===== src/rtl/aes_key_schedule_seq.sv =====
// Iterative AES key expansion (Nk = 4/6/8): one 32-bit schedule word per clock, stored for random-access round-key reads.
// Latency: 4*(Nr+1)-Nk cycles from accepted start to done; read port 1 cycle. start is ignored while busy.
module aes_key_schedule_seq #(
  parameter int regSize   = 32,
  parameter int vecSize   = 4,
  parameter int KEY_WORDS = 4
) (
  input  logic                              clk,
  input  logic                              rst_n,
  input  logic                              start,
  input  logic [KEY_WORDS-1:0][regSize-1:0] key_in,
  output logic                              busy,
  output logic                              done,
  output logic                              ready,
  input  logic [3:0]                        rd_round,
  output logic [vecSize-1:0][regSize-1:0]   rd_key
);
  localparam int         NR      = KEY_WORDS + 6;
  localparam int         NW      = vecSize * (NR + 1);
  localparam logic [5:0] NK_W    = 6'(KEY_WORDS);
  localparam logic [5:0] LAST_W  = 6'(NW - 1);
  localparam logic [2:0] NK_LAST = 3'(KEY_WORDS - 1);
  localparam logic [3:0] NR_R    = 4'(NR);

  localparam logic [2047:0] SBOX = {
    128'h637c777bf26b6fc53001672bfed7ab76, 128'hca82c97dfa5947f0add4a2af9ca472c0,
    128'hb7fd9326363ff7cc34a5e5f171d83115, 128'h04c723c31896059a071280e2eb27b275,
    128'h09832c1a1b6e5aa0523bd6b329e32f84, 128'h53d100ed20fcb15b6acbbe394a4c58cf,
    128'hd0efaafb434d338545f9027f503c9fa8, 128'h51a3408f929d38f5bcb6da2110fff3d2,
    128'hcd0c13ec5f974417c4a77e3d645d1973, 128'h60814fdc222a908846eeb814de5e0bdb,
    128'he0323a0a4906245cc2d3ac629195e479, 128'he7c8376d8dd54ea96c56f4ea657aae08,
    128'hba78252e1ca6b4c6e8dd741f4bbd8b8a, 128'h703eb5664803f60e613557b986c11d9e,
    128'he1f8981169d98e949b1e87e9ce5528df, 128'h8ca1890dbfe6426841992d0fb054bb16
  };

  // Table is written with entry 0 in the top byte, so index from the bottom with ~b.
  function automatic logic [7:0] sbox(input logic [7:0] b);
    return SBOX[{~b, 3'b000} +: 8];
  endfunction

  function automatic logic [7:0] rcon_of(input logic [3:0] r);
    case (r)
      4'd1:    return 8'h01;
      4'd2:    return 8'h02;
      4'd3:    return 8'h04;
      4'd4:    return 8'h08;
      4'd5:    return 8'h10;
      4'd6:    return 8'h20;
      4'd7:    return 8'h40;
      4'd8:    return 8'h80;
      4'd9:    return 8'h1b;
      4'd10:   return 8'h36;
      default: return 8'h00;
    endcase
  endfunction

  typedef enum logic {IDLE, EXPAND} state_t;
  state_t state, state_nxt;

  logic [5:0]               idx;
  logic [2:0]               mod_cnt;
  logic [3:0]               rcon_idx;
  logic                     accept, wr_exp, last_word;
  logic [regSize-1:0]       w [NW];
  logic [31:0]              prev_w, old_w, sub_in, sub_out, f_out, new_word;
  logic [5:0]               rd_base;
  logic [vecSize-1:0][regSize-1:0] rd_words;

  always_ff @(posedge clk or negedge rst_n) begin
    if (!rst_n) state <= IDLE;
    else        state <= state_nxt;
  end

  always_comb begin
    state_nxt = state;
    accept    = 1'b0;
    wr_exp    = 1'b0;
    last_word = 1'b0;
    case (state)
      IDLE: begin
        if (start) begin
          accept    = 1'b1;
          state_nxt = EXPAND;
        end
      end
      EXPAND: begin
        wr_exp = 1'b1;
        if (idx == LAST_W) begin
          last_word = 1'b1;
          state_nxt = IDLE;
        end
      end
      default: state_nxt = IDLE;
    endcase
  end

  // mod_cnt tracks i mod Nk; the extra SubWord for AES-256 lands halfway through each Nk group.
  always_comb begin
    prev_w  = w[idx - 6'd1];
    old_w   = w[idx - NK_W];
    sub_in  = (mod_cnt == 3'd0) ? {prev_w[23:0], prev_w[31:24]} : prev_w;
    sub_out = {sbox(sub_in[31:24]), sbox(sub_in[23:16]), sbox(sub_in[15:8]), sbox(sub_in[7:0])};
    if (mod_cnt == 3'd0)                           f_out = sub_out ^ {rcon_of(rcon_idx), 24'h0};
    else if (KEY_WORDS == 8 && mod_cnt == 3'd4)    f_out = sub_out;
    else                                           f_out = prev_w;
    new_word = old_w ^ f_out;
  end

  always_ff @(posedge clk) begin
    if (accept) begin
      for (int k = 0; k < KEY_WORDS; k++) w[k] <= key_in[k];
    end else if (wr_exp) begin
      w[idx] <= new_word;
    end
  end

  always_comb begin
    rd_base  = {rd_round, 2'b00};
    rd_words = '0;
    for (int j = 0; j < vecSize; j++) rd_words[j] = w[rd_base + 6'(j)];
  end

  assign busy = (state == EXPAND);

  always_ff @(posedge clk or negedge rst_n) begin
    if (!rst_n) begin
      idx      <= '0;
      mod_cnt  <= '0;
      rcon_idx <= '0;
      done     <= 1'b0;
      ready    <= 1'b0;
      rd_key   <= '0;
    end else begin
      done <= last_word;
      if (accept) begin
        idx      <= NK_W;
        mod_cnt  <= '0;
        rcon_idx <= 4'd1;
        ready    <= 1'b0;
      end else if (wr_exp) begin
        idx <= idx + 6'd1;
        if (mod_cnt == NK_LAST) begin
          mod_cnt  <= '0;
          rcon_idx <= rcon_idx + 4'd1;
        end else begin
          mod_cnt <= mod_cnt + 3'd1;
        end
      end
      if (last_word) ready <= 1'b1;
      rd_key <= (ready && rd_round <= NR_R) ? rd_words : '0;
    end
  end

endmodule


===== config.mk =====
export PLATFORM = sky130hd
export DESIGN_NAME = aes_key_schedule_seq
export DESIGN_NICKNAME = d
export VERILOG_FILES = /design/src/rtl/aes_key_schedule_seq.sv
export SDC_FILE = /design/constraint.sdc
export NUM_CORES = 2
export LEC_CHECK = 0
export BUFFER_PORTS_ARGS = -buffer_cell sky130_fd_sc_hd__buf_2
export CORE_MARGIN = 8
export CORE_UTILIZATION = 30
export CTS_CLUSTER_SIZE = 28
export DETAILED_ROUTE_END_ITERATION = 12
export SYNTH_ARGS = -nofsm -noshare
export SYNTH_HDL_FRONTEND = slang
export SYNTH_SLANG_ARGS = --single-unit
export TNS_END_PERCENT = 10

===== constraint.sdc =====
create_clock -name clk -period 8.2 [get_ports clk]
set_input_delay 1.64 -clock clk [delete_from_list [all_inputs] [get_ports clk]]
set_output_delay 1.64 -clock clk [all_outputs]
set_load 0.03 [all_outputs]

# Word level (Yosys, flattened, before mapping)
# Memory sizes are Yosys's and may differ from the RTL's.
# Index checks and enable logic that the tools add are counted.
[op_classes]
reduce_logical = 7
magnitude_cmp = 1
shift = 4
n_mux = 29
n_eq_ne = 2
add_sub_neg = 8
bitwise = 7
[op_table]
columns = ["operator", "n"]
rows = [
  ["variable part select 2048 x 12 -> 8 bit, first input constant", 4],
  ["two-way mux 128 bit", 1],
  ["two-way mux 32 bit", 3],
  ["bitwise XOR 32 bit", 2],
  ["inverter 8 bit", 4],
  ["OR reduction 32 bit", 1],
  ["two-way mux 6 bit", 3],
  ["two-way mux 1 bit", 14],
  ["adder 6 x 1 -> 6 bit, second input constant", 2],
  ["adder 6 x 2 -> 6 bit, second input constant", 2],
  ["two-way mux 4 bit", 3],
  ["two-way mux 3 bit", 3],
  ["two-way mux 8 bit", 1],
  ["equality test 6 bit, second input constant", 1],
  ["nonzero test 2 bit", 3],
  ["subtractor 6 x 1 -> 6 bit, second input constant", 1],
  ["subtractor 6 x 3 -> 6 bit, second input constant", 1],
  ["adder 4 x 1 -> 4 bit, second input constant", 1],
  ["less-or-equal comparator 4 bit, second input constant", 1],
  ["adder 3 x 1 -> 3 bit, second input constant", 1],
  ["equality test 3 x 2 -> 1 bit, second input constant", 1],
  ["logical NOT 3 bit", 1],
  ["one-hot mux 1 bit (2 select lines)", 1],
  ["AND reduction 2 bit", 1],
  ["2 further kinds", 2],
]
[word_totals]
ramBits = 1408
input_bits = 135
ff_bits = 144
word_cells = 70
romBits = 128
mem_count = 2
output_inout_bits = 131
[memory_table]
columns = ["memory", "depth", "word_bits", "read_ports", "rd_ports_with_merged_regs", "write_ports", "line_no", "rtl"]
rows = [
  ["w", 44, 32, 6, 0, 4, "64", "logic [regSize-1:0] w [NW];"],
  ["(no name shown)", 16, 8, 1, 0, 0, "42", "case (r)"],
]

# Depth between registers and ports, before layout
# An unclocked memory read counts as a cell.
[depth]
ltp_word = 9
depth_mapped = 37
ltp_nobuf = 20

# Least setup slack after synthesis
# No wires, ideal clock.
[synth_timing]
kind = "reg-to-reg"
startpoint = "register idx[0]"
endpoint = "memory w[0][25], data pin"
stages_incl_launch_ff = 33
required_time_ns = 8.058
n_path_buf = 14
arrival_time_ns = 8.730
setup_slack_ns = -0.672
period_less_slack_ns = 8.872
setup_time_ns = 0.142
path_cell_list = "dfrtp_1 -> buf_6 -> buf_6 -> buf_6 -> inv_2 -> buf_2 -> clkbuf_1 -> clkbuf_1 -> clkbuf_1 -> clkbuf_1 -> ha_1 -> buf_4 -> xor2_4 -> buf_6 -> buf_8 -> mux4_2 -> mux4_2 -> nand2_1 -> o2bb2ai_1 -> o21a_1 -> buf_2 -> buf_1 -> ha_1 -> clkbuf_1 -> a221oi_1 -> a21oi_1 -> o221a_2 -> o21ai_0 -> o211ai_1 -> o41ai_1 -> nor3_1 -> xnor2_1 -> mux2_2"
[synth_lines]
columns = ["element", "line_no", "rtl"]
rows = [
  ["start: declaration", "60", "logic [5:0] idx;"],
  ["start signal: assignment", "141", "idx <= idx + 6'd1;"],
  ["end: declaration", "64", ""],
]

==> results.yml <==
clocking:
  cts.sinks: 1552
  path_clk_slew_ps: 70
  htreeDepth: 4
  tritoncts: "yes"
  clock-root-buffer: "clkbuf_16"
  cts_resized: 0
  clock_path_buffers: 4
  cts_hold_buf: 0
  clkLatencyLatePin_ps: 860
  postCtsSetupBuffers: 0
  numCtsBuffers: 167
grt:
  overflow: 0
  grt_start_max_net_pins: 169
  grt_pass1_wl_microns: 716300
  grt.total_usage_pct: 29.53
  antenna_found_initial: 31
  grt_pass1_vias: 84240
die:
  start_util_pct: 30.15
  die-area_sq_um: 341200
  die_x_microns: 584.1
  rows: 208
  die_y_microns: 584.1
  coreArea_sq_um: 321100
  num_io_pins: 266
logic_synthesis:
  synth_top_area_share_pct: 43.66
  synth_cells: 8157
  avgSynthCellArea_sq_um: 11.87
  synth_area_leaders: "edfxtp_1 44%, mux4_2 15%, dfrtp_1 3.7%"
  synth_seq_area_share_pct: 47.39
  ys_ff_latch: 1552
  yosysUniqueCellTypes: 107
  yosysWarnings: 0
  synth_edf_count: 1408
  synth_area_sq_um: 96830
  yosysTopAreaCell: "edfxtp_1"
  async_reset_ff_share_pct: 9.278
  synth_flop_cell: "edfxtp_1"
  syn_nets: 8360
final_layout:
  nFillCells: 31630
  syn2layout_area_growth_pct: 14.68
  final_nets: 8558
  final_layout_size_suffix_gt1_share_pct: 24.47
detailed_routing:
  drtAntennaViolNets: 0
  drc: 0
  dr.pass1.iters: 9
  drt_iter0_drc: 15810
  vias_per_cell: 6.883
  vias: 88060
  post_drt_wl_per_cell_microns: 41.36
  routed_wl_microns: 529200
worst_setup_path:
  crit_type: "flip-flop to flip-flop"
  end_kind: "flip-flop"
  critPathMaxStageDelay_ps: 980
  r2r_cells: 22
  r2r-start: "idx[0]"
  arrival_ps: 8770
  crit_slowest_cell: "a211oi_1"
  timing.critical_path.cells: "clkinv_2 -> ha_4 -> xor2_4 -> buf_12 -> buf_12 -> mux2i_1 -> o22ai_1 -> o41ai_2 -> buf_4 -> o22ai_2 -> inv_1 -> ha_1 -> nor2_1 -> o21ai_0 -> a211oi_1 -> a2111oi_0 -> buf_4 -> a211oi_1 -> or2_1 -> o21ai_0 -> xor2_2 -> buf_12"
  critPathRequiredTime_ps: 8750
  cp_max_fo: 46
  worst_path_most_repeated_cell: "buf_12"
  rrSetupSlack_ps: -10
  cp-start-kind: "flip-flop"
  r2r-end: "w[34][15]"
timing:
  rsz0062_at_grt: "false"
  setup_violations: 10
  relSlewSlack_pct: 6.279
  setup_ws_ps: -14.64
  hold_viol: 0
  slew_viol_final: 0
  max_freq_mhz: 121.7
  post-route-min-period_ps: 8215
  post-route-period-util_pct: 100.2
  fin_worst_skew_ps: 67.06
  worstMarginPinSlew_ps: 1406
flow_run:
  drv_cap: 0
placement:
  gp_congestion: 0.9998
  place_ws_ps: 309.2
  io_buffers: 265
  place_hpwl_microns: 362900
min_path:
  holdPathStages: 1
  hp-class: "flip-flop to flip-flop"
  hp-start: "mod_cnt[1]"
  whs_endpoint: "mod_cnt[1]"
run_status:
  violations: "setup timing"
  status: "finished with violations"
==> worst max path at each step <==
| stage | start | to | slack [ps] | cells past startpoint |
|---|---|---|---|---|
| floorplan | idx[0] | w[10][31] | -440 | 32 |
| global placement | idx[0] | w[0][4] | 210 | 22 |
| detailed placement | idx[2] | w[42][4] | 310 | 18 |
| CTS | idx[2] | w[42][4] | 280 | 18 |
| global route | idx[3] | w[2][27] | 60 | 19 |
| finish | idx[0] | w[34][15] | -10 | 22 |
==> per-stage QoR <==
step	std cells	TNS (ps)	util, %	hold WS [ps]	cell area (sq um)
2_1_floorplan	8157	-127970	-	484.7	96860
3_3_place_gp	12490	0	32.94	500.4	105800
3_5_place_dp	12490	0	32.94	515.2	105800
4_1_cts	12790	0	34.57	529.2	111000
5_1_grt	12790	0	34.57	574.1	111000
6_report	12790	-126.9	34.58	530.5	111000
==> synthesized netlist by cell type, types with 45 or more instances <==
library cell  count
buf_2           137
mux4_2          647
a211oi_1        379
nor2b_1         138
buf_4            51
clkbuf_1        444
a21oi_1         508
inv_1            59
ha_1             68
buf_6            45
o21ai_0         395
buf_1           118
nand2_1         603
o221ai_1         72
nand3_1         150
o211ai_1        138
edfxtp_1       1408
o22ai_1         380
nor3_1          153
a221oi_1         45
a31oi_1          97
mux2_2          182
dfrtp_1         144
mux2i_1         341
nor2_1          621
nor4_1           58
o311ai_0         53
==> per-layer routing <==
layer | vias up | GRT usage (%) | part of all wire (%)
met1 | 44430 | 36.85 | 35
met5 | - | 0 | 0.024
met2 | 8311 | 44.50 | 43
met3 | 1874 | 7.355 | 12
li1 | 33430 | - | -
met4 | 20 | 21.55 | 9.4
==> state kept, by name, indices dropped and copies added (netlist names) <==
register,cells
ready,1
busy,1
idx,6
done,1
mod_cnt,3
rcon_idx,4
w,1408
rd_key,128
==> logic make-up after synthesis <==
group	synth area share, %
adder cells (fa/ha/maj)	0.8890
XOR/XNOR	0.4355
flip-flops	47.39
AND/OR/NAND/NOR	9.054
multiplexers	20.73
AO/OA/AOI/OAI	17.41
buffers and inverters	4.097
==> worst max-delay path, delay by kind of cell, from the launching register on <==
family | cells | cell delay (ps)
adders and majority gates | 2 | 610
AOI/OAI and AO/OA | 8 | 2920
and+or+nand+nor | 2 | 960
DFF | 1 | 670
muxes | 1 | 160
xor gates and xnor gates | 2 | 640
buffers and inverters | 7 | 1730
==> cells in the final DEF (no fill, tap or decap), types with 26 or more instances in the layout <==
master	count
a211o_1	26
a211oi_1	378
a21oi_1	506
a221oi_1	45
a311oi_1	31
a31oi_1	96
a32oi_1	35
and3_1	30
buf_12	59
buf_2	260
buf_4	501
clkbuf_16	170
clkinv_1	37
clkinv_2	31
dfrtp_1	141
edfxtp_1	1408
ha_1	66
inv_1	59
mux2_2	182
mux2i_1	339
mux4_2	647
nand2_1	590
nand3_1	145
nand4_1	33
nor2_1	577
nor2_4	46
nor2b_1	137
nor3_1	153
nor3b_1	27
nor4_1	57
o2111ai_1	28
o211ai_1	138
o21ai_0	393
o221ai_1	72
o22ai_1	376
o311ai_0	52
o31ai_1	34
==> layout make-up <==
| class | instances | area (sq um) | share of cell area [%] |
|---|---|---|---|
| sequential | 1552 | 45900 | 41.33 |
| clock inverter | 90 | 769.5 | 0.6929 |
| multi-input combinational | 5738 | 47920 | 43.15 |
| tap | 4305 | 5386 | 4.850 |
| inverter | 71 | 271.5 | 0.2445 |
| clock buffer | 204 | 4472 | 4.027 |
| antenna | 9 | 22.52 | 0.02028 |
| timing repair buffer | 825 | 6314 | 5.685 |
Power is left out: the tool's default activity adds up to more than one toggle a clock period on the data nets, which glitch-free logic cannot reach.
